File: src/rtl/alu.sv
// Registered 32-bit integer ALU for the RV32I execute stage.
// Produces arithmetic, logic, shift, set-less-than and branch-condition results
// selected by a 6-bit control code. It also passes operand_A through for JAL/JALR.
// The result is captured on every rising clock edge, giving one cycle of latency.
module alu #(
    parameter int DATA_WIDTH = 32,
    parameter int CTRL_WIDTH = 6
) (
    input  logic                  clk,
    input  logic                  rst_n,
    input  logic [CTRL_WIDTH-1:0] ALU_Control,
    input  logic [DATA_WIDTH-1:0] operand_A,
    input  logic [DATA_WIDTH-1:0] operand_B,
    output logic [DATA_WIDTH-1:0] ALU_result
);

    // Operation codes produced by the ALU control decoder.
    localparam logic [CTRL_WIDTH-1:0] OP_ADD  = 6'h00;
    localparam logic [CTRL_WIDTH-1:0] OP_SUB  = 6'h01;
    localparam logic [CTRL_WIDTH-1:0] OP_SLL  = 6'h02;
    localparam logic [CTRL_WIDTH-1:0] OP_SLT  = 6'h03;
    localparam logic [CTRL_WIDTH-1:0] OP_SLTU = 6'h04;
    localparam logic [CTRL_WIDTH-1:0] OP_XOR  = 6'h05;
    localparam logic [CTRL_WIDTH-1:0] OP_SRL  = 6'h06;
    localparam logic [CTRL_WIDTH-1:0] OP_SRA  = 6'h07;
    localparam logic [CTRL_WIDTH-1:0] OP_OR   = 6'h08;
    localparam logic [CTRL_WIDTH-1:0] OP_AND  = 6'h09;
    localparam logic [CTRL_WIDTH-1:0] OP_BEQ  = 6'h0A;
    localparam logic [CTRL_WIDTH-1:0] OP_BNE  = 6'h0B;
    localparam logic [CTRL_WIDTH-1:0] OP_BLT  = 6'h0C;
    localparam logic [CTRL_WIDTH-1:0] OP_BGE  = 6'h0D;
    localparam logic [CTRL_WIDTH-1:0] OP_BLTU = 6'h0E;
    localparam logic [CTRL_WIDTH-1:0] OP_BGEU = 6'h0F;
    localparam logic [CTRL_WIDTH-1:0] OP_JAL  = 6'h1F;
    localparam logic [CTRL_WIDTH-1:0] OP_JALR = 6'h3F;

    // Only the low five bits of operand_B select the shift distance.
    localparam int SHAMT_WIDTH = $clog2(DATA_WIDTH);

    logic [DATA_WIDTH-1:0]  sum_w;
    logic [DATA_WIDTH-1:0]  diff_w;
    logic                   eq_w;
    logic                   lt_s_w;
    logic                   lt_u_w;
    logic [SHAMT_WIDTH-1:0] shamt_w;
    logic [DATA_WIDTH-1:0]  sll_w;
    logic [DATA_WIDTH-1:0]  srl_w;
    logic [DATA_WIDTH-1:0]  sra_w;
    logic [DATA_WIDTH-1:0]  result_d;
    logic [DATA_WIDTH-1:0]  result_q;

    // Adder and subtractor. Wrap modulo 2^DATA_WIDTH, and the carry is discarded.
    always_comb begin
        sum_w  = operand_A + operand_B;
        diff_w = operand_A - operand_B;
    end

    // Equality plus signed and unsigned less-than. All compare and branch codes use these.
    always_comb begin
        eq_w   = (operand_A == operand_B);
        lt_s_w = ($signed(operand_A) < $signed(operand_B));
        lt_u_w = (operand_A < operand_B);
    end

    // Barrel shifts. A distance of 32 wraps to 0 because only operand_B[4:0] is used.
    always_comb begin
        shamt_w = operand_B[SHAMT_WIDTH-1:0];
        sll_w   = operand_A << shamt_w;
        srl_w   = operand_A >> shamt_w;
        sra_w   = DATA_WIDTH'($signed(operand_A) >>> shamt_w);
    end

    // Result select. Any unlisted or unknown code yields zero, never X.
    always_comb begin
        result_d = '0;
        case (ALU_Control)
            OP_ADD:  result_d = sum_w;
            OP_SUB:  result_d = diff_w;
            OP_SLL:  result_d = sll_w;
            OP_SLT:  result_d = {{(DATA_WIDTH-1){1'b0}}, lt_s_w};
            OP_SLTU: result_d = {{(DATA_WIDTH-1){1'b0}}, lt_u_w};
            OP_XOR:  result_d = operand_A ^ operand_B;
            OP_SRL:  result_d = srl_w;
            OP_SRA:  result_d = sra_w;
            OP_OR:   result_d = operand_A | operand_B;
            OP_AND:  result_d = operand_A & operand_B;
            OP_BEQ:  result_d = {{(DATA_WIDTH-1){1'b0}}, eq_w};
            OP_BNE:  result_d = {{(DATA_WIDTH-1){1'b0}}, ~eq_w};
            OP_BLT:  result_d = {{(DATA_WIDTH-1){1'b0}}, lt_s_w};
            OP_BGE:  result_d = {{(DATA_WIDTH-1){1'b0}}, ~lt_s_w};
            OP_BLTU: result_d = {{(DATA_WIDTH-1){1'b0}}, lt_u_w};
            OP_BGEU: result_d = {{(DATA_WIDTH-1){1'b0}}, ~lt_u_w};
            OP_JAL:  result_d = operand_A;
            OP_JALR: result_d = operand_A;
            default: result_d = '0;
        endcase
    end

    // Output register. Reset clears it at once, and it then loads every clock edge.
    always_ff @(posedge clk or negedge rst_n) begin
        if (!rst_n) begin
            result_q <= '0;
        end else begin
            result_q <= result_d;
        end
    end

    assign ALU_result = result_q;

endmodule

File: config.mk
export PLATFORM = sky130hd
export DESIGN_NAME = alu
export DESIGN_NICKNAME = d
export VERILOG_FILES = /design/src/rtl/alu.sv
export SDC_FILE = /design/constraint.sdc
export NUM_CORES = 1
export LEC_CHECK = 0
export ABC_AREA = 1
export BUFFER_PORTS_ARGS = -buffer_cell sky130_fd_sc_hd__buf_2
export CORE_MARGIN = 2
export CORE_UTILIZATION = 31
export CTS_CLUSTER_SIZE = 10
export DETAILED_ROUTE_END_ITERATION = 7
export SYNTH_ARGS = -nofsm -noshare
export SYNTH_HDL_FRONTEND = slang
export SYNTH_SLANG_ARGS = --single-unit
File: constraint.sdc
create_clock -name clk -period 0.8 [get_ports clk]
set_input_delay 0.16 -clock clk [delete_from_list [all_inputs] [get_ports clk]]
set_output_delay 0.16 -clock clk [all_outputs]
set_load 0.01 [all_outputs]
==> metrics <==
Mapped Avg Cell Area 5.17 µm²; proportion of layout cells with a drive suffix above 1 53.5%; Synth Instances 2173; Worst slew margin 71.4%; leakage 11.2 nW; Crit. Startpoint operand_B[0]; hold_ws 0.354 ns; max reg flops 32; synthesized area 11200 µm²; Worst path slowest cell fa_2; max cap viols 0; type of the worst setup path in2reg; pwr/cell area 829 nW/µm²; final WL 72700 µm; Clock transition at path regs 0.07 ns; Routed Antenna Nets 0; status complete, but fails checks; first-pass GRT wire length 101000 µm; CP Data Required Time 0.99 ns; Die X 194 µm; post-placement cell area 16400 µm²; die area 37800 µm²; Final Net Count 3015; Top Layer Used met4; Final Cycle Share 223%; Design Power 18.1 mW; final slew viol count 0; Remaining DRCs 8; Num CTS Buffers 5; fillers 3237; final instance area 21800 µm²; ys flop type dfrtp_1; Yosys warnings 0; WL met2 33000 µm; drt first-iter violations 1940; CP max FO 4; routed vias 18282; max incr delay on CP 0.34 ns; vias per cell 5.55; clk root buf clkbuf_16; failing checks design-rule violations, negative setup slack; CP arrival 1.97 ns; Synth Net Count 2356; highest clock rate 561 MHz; EDFF count, synth 0; Total Routing Usage GR 35.3%; library cells used by synthesis 47; worst slew pin tran 0.427 ns; largest area contributor in the netlist nand2_1; Yosys top cell area share 22.3%; maximum VDD drop 709 µV; Die Y-Extent 194 µm; vias in the first global route 16873; Worst Setup Start Kind input pin; dpl cells 3195; CTS tree yes; Synth Register Bits 32; HP Class in2async; I/O pin total 104; Final Hold Vio Count 0; CP delay by family, top buffers and inverters; M1 WL 29300 µm; drt wl/cell 22.1 µm; Tmin final 1.78 ns; RSZ-0062 raised after global routing true; CP endpoint kind flop; Post-synth top cells 668 x nand2_1, 468 x nand3_1, 269 x inv_1, 199 x nor2_1, 109 x ha_1; count leader, synth nand2_1; core area 35700 µm²; ant diodes 0; total gr overflow 0; clk buf depth 2; initial core utilization 31.5%; setup TNS -33.01 ns; critical path buffer and inverter count 6; CTS sink cnt 32; IO buf count 103; largest net degree at the start of global routing 52; DRT Pass-1 Iters 8; final setup margin -0.981 ns; hpwl dp 56700 µm; row count 69; Synth-to-Final Area Change 94.4%; crit-path cells buf_12, buf_6, ha_4, inv_2, fa_2, inv_2, nand2_4, o21ai_4, buf_12, buf_6, nand2_4, nand3_4, xnor2_2, nor2_1, a21oi_1, nand2_1; global placement routability congestion 1.07; initial antenna violation count 0; ys async rst share 100%; sequential share of the synthesized area 7.13%; H-tree Lvls 2; fin cells 3294; synth top area cells nand2_1 22%, nand3_1 21%, ha_1 12%; Final Setup Violations 64; Post-Route Utilization 61.2%; dpl ws -1.51 ns; Met3 Wirelength 6430 µm
-- final cells by class --
class	instances	area [µm²]	share of cell area, %
flip-flops and latches	32	801	3.67
repair inverters	1	7.51	0.0344
well taps	461	577	2.64
clock inverters	2	35.0	0.161
multi-input cells	1761	12600	57.9
clock buffers	6	129	0.590
inverters	280	1190	5.45
repair buffers	751	6450	29.6
-- layer usage --
layer | GRT usage (%) | vias up
met5 | 0 | -
met4 | 12.1 | 0
met3 | 4.65 | 250
met2 | 58.2 | 998
met1 | 47.2 | 8629
li1 | - | 8405
-- where the power goes --
group | total, mW | switching (mW) | internal [mW]
logic | 13.9 | 7.88 | 6.05
clock network | 2.40 | 0.926 | 1.47
registers | 1.77 | 0.0524 | 1.71
-- path summary, 6_finish.rpt --
check	endpoint	slack, ns	cells after the start
setup / recovery	ALU_result[12]	-0.98	16
hold / removal	ALU_result[11]	0.35	3
max in group asynchronous	ALU_result[22]	0.24	3
min in group clk	ALU_result[2]	0.37	6
-- cells in the final DEF, fill, tap and decap left out, types with 17 or more instances in the layout --
master / count
nand3_2: 129
o21ai_0: 23
dfrtp_1: 32
nor2_4: 60
buf_12: 29
o22ai_1: 21
nand3_4: 38
nor2_1: 123
buf_2: 57
nand2_1: 427
a21oi_1: 38
inv_2: 62
inv_1: 177
nand4_1: 28
o211ai_1: 17
nand2_4: 73
inv_4: 29
ha_1: 59
nand2_2: 163
a21oi_2: 29
ha_4: 37
nor2_2: 31
nand3_1: 303
buf_4: 544
buf_6: 100
o21ai_1: 24
-- timing repair --
| action | 4_1_cts | 5_1_grt |
|---|---|---|
| buffers inserted | 37 | 51 |
| endpoints found under the hold margin | 32 | 0 |
| hold buffers | 1 | 0 |
| gates cloned | 3 | 4 |
| pin swaps | 149 | 232 |
| resized for setup | 622 | 555 |
| endpoints found under the setup margin | 64 | 64 |
-- worst min-delay path: cells and delay by family --
family / cells / cell delay (ns)
buf+inv: 3 / 0.86
-- cells by family after synthesis --
kind of cell               share of synthesized area (%)
DFF                                                 7.13
AOI/OAI and AO/OA                                   10.9
and+or+nand+nor                                     55.6
adders and majority gates                           12.5
buffers and inverters                               13.7
xor gates and xnor gates                           0.234
No activity file was read; power rests on OpenSTA's default activity.
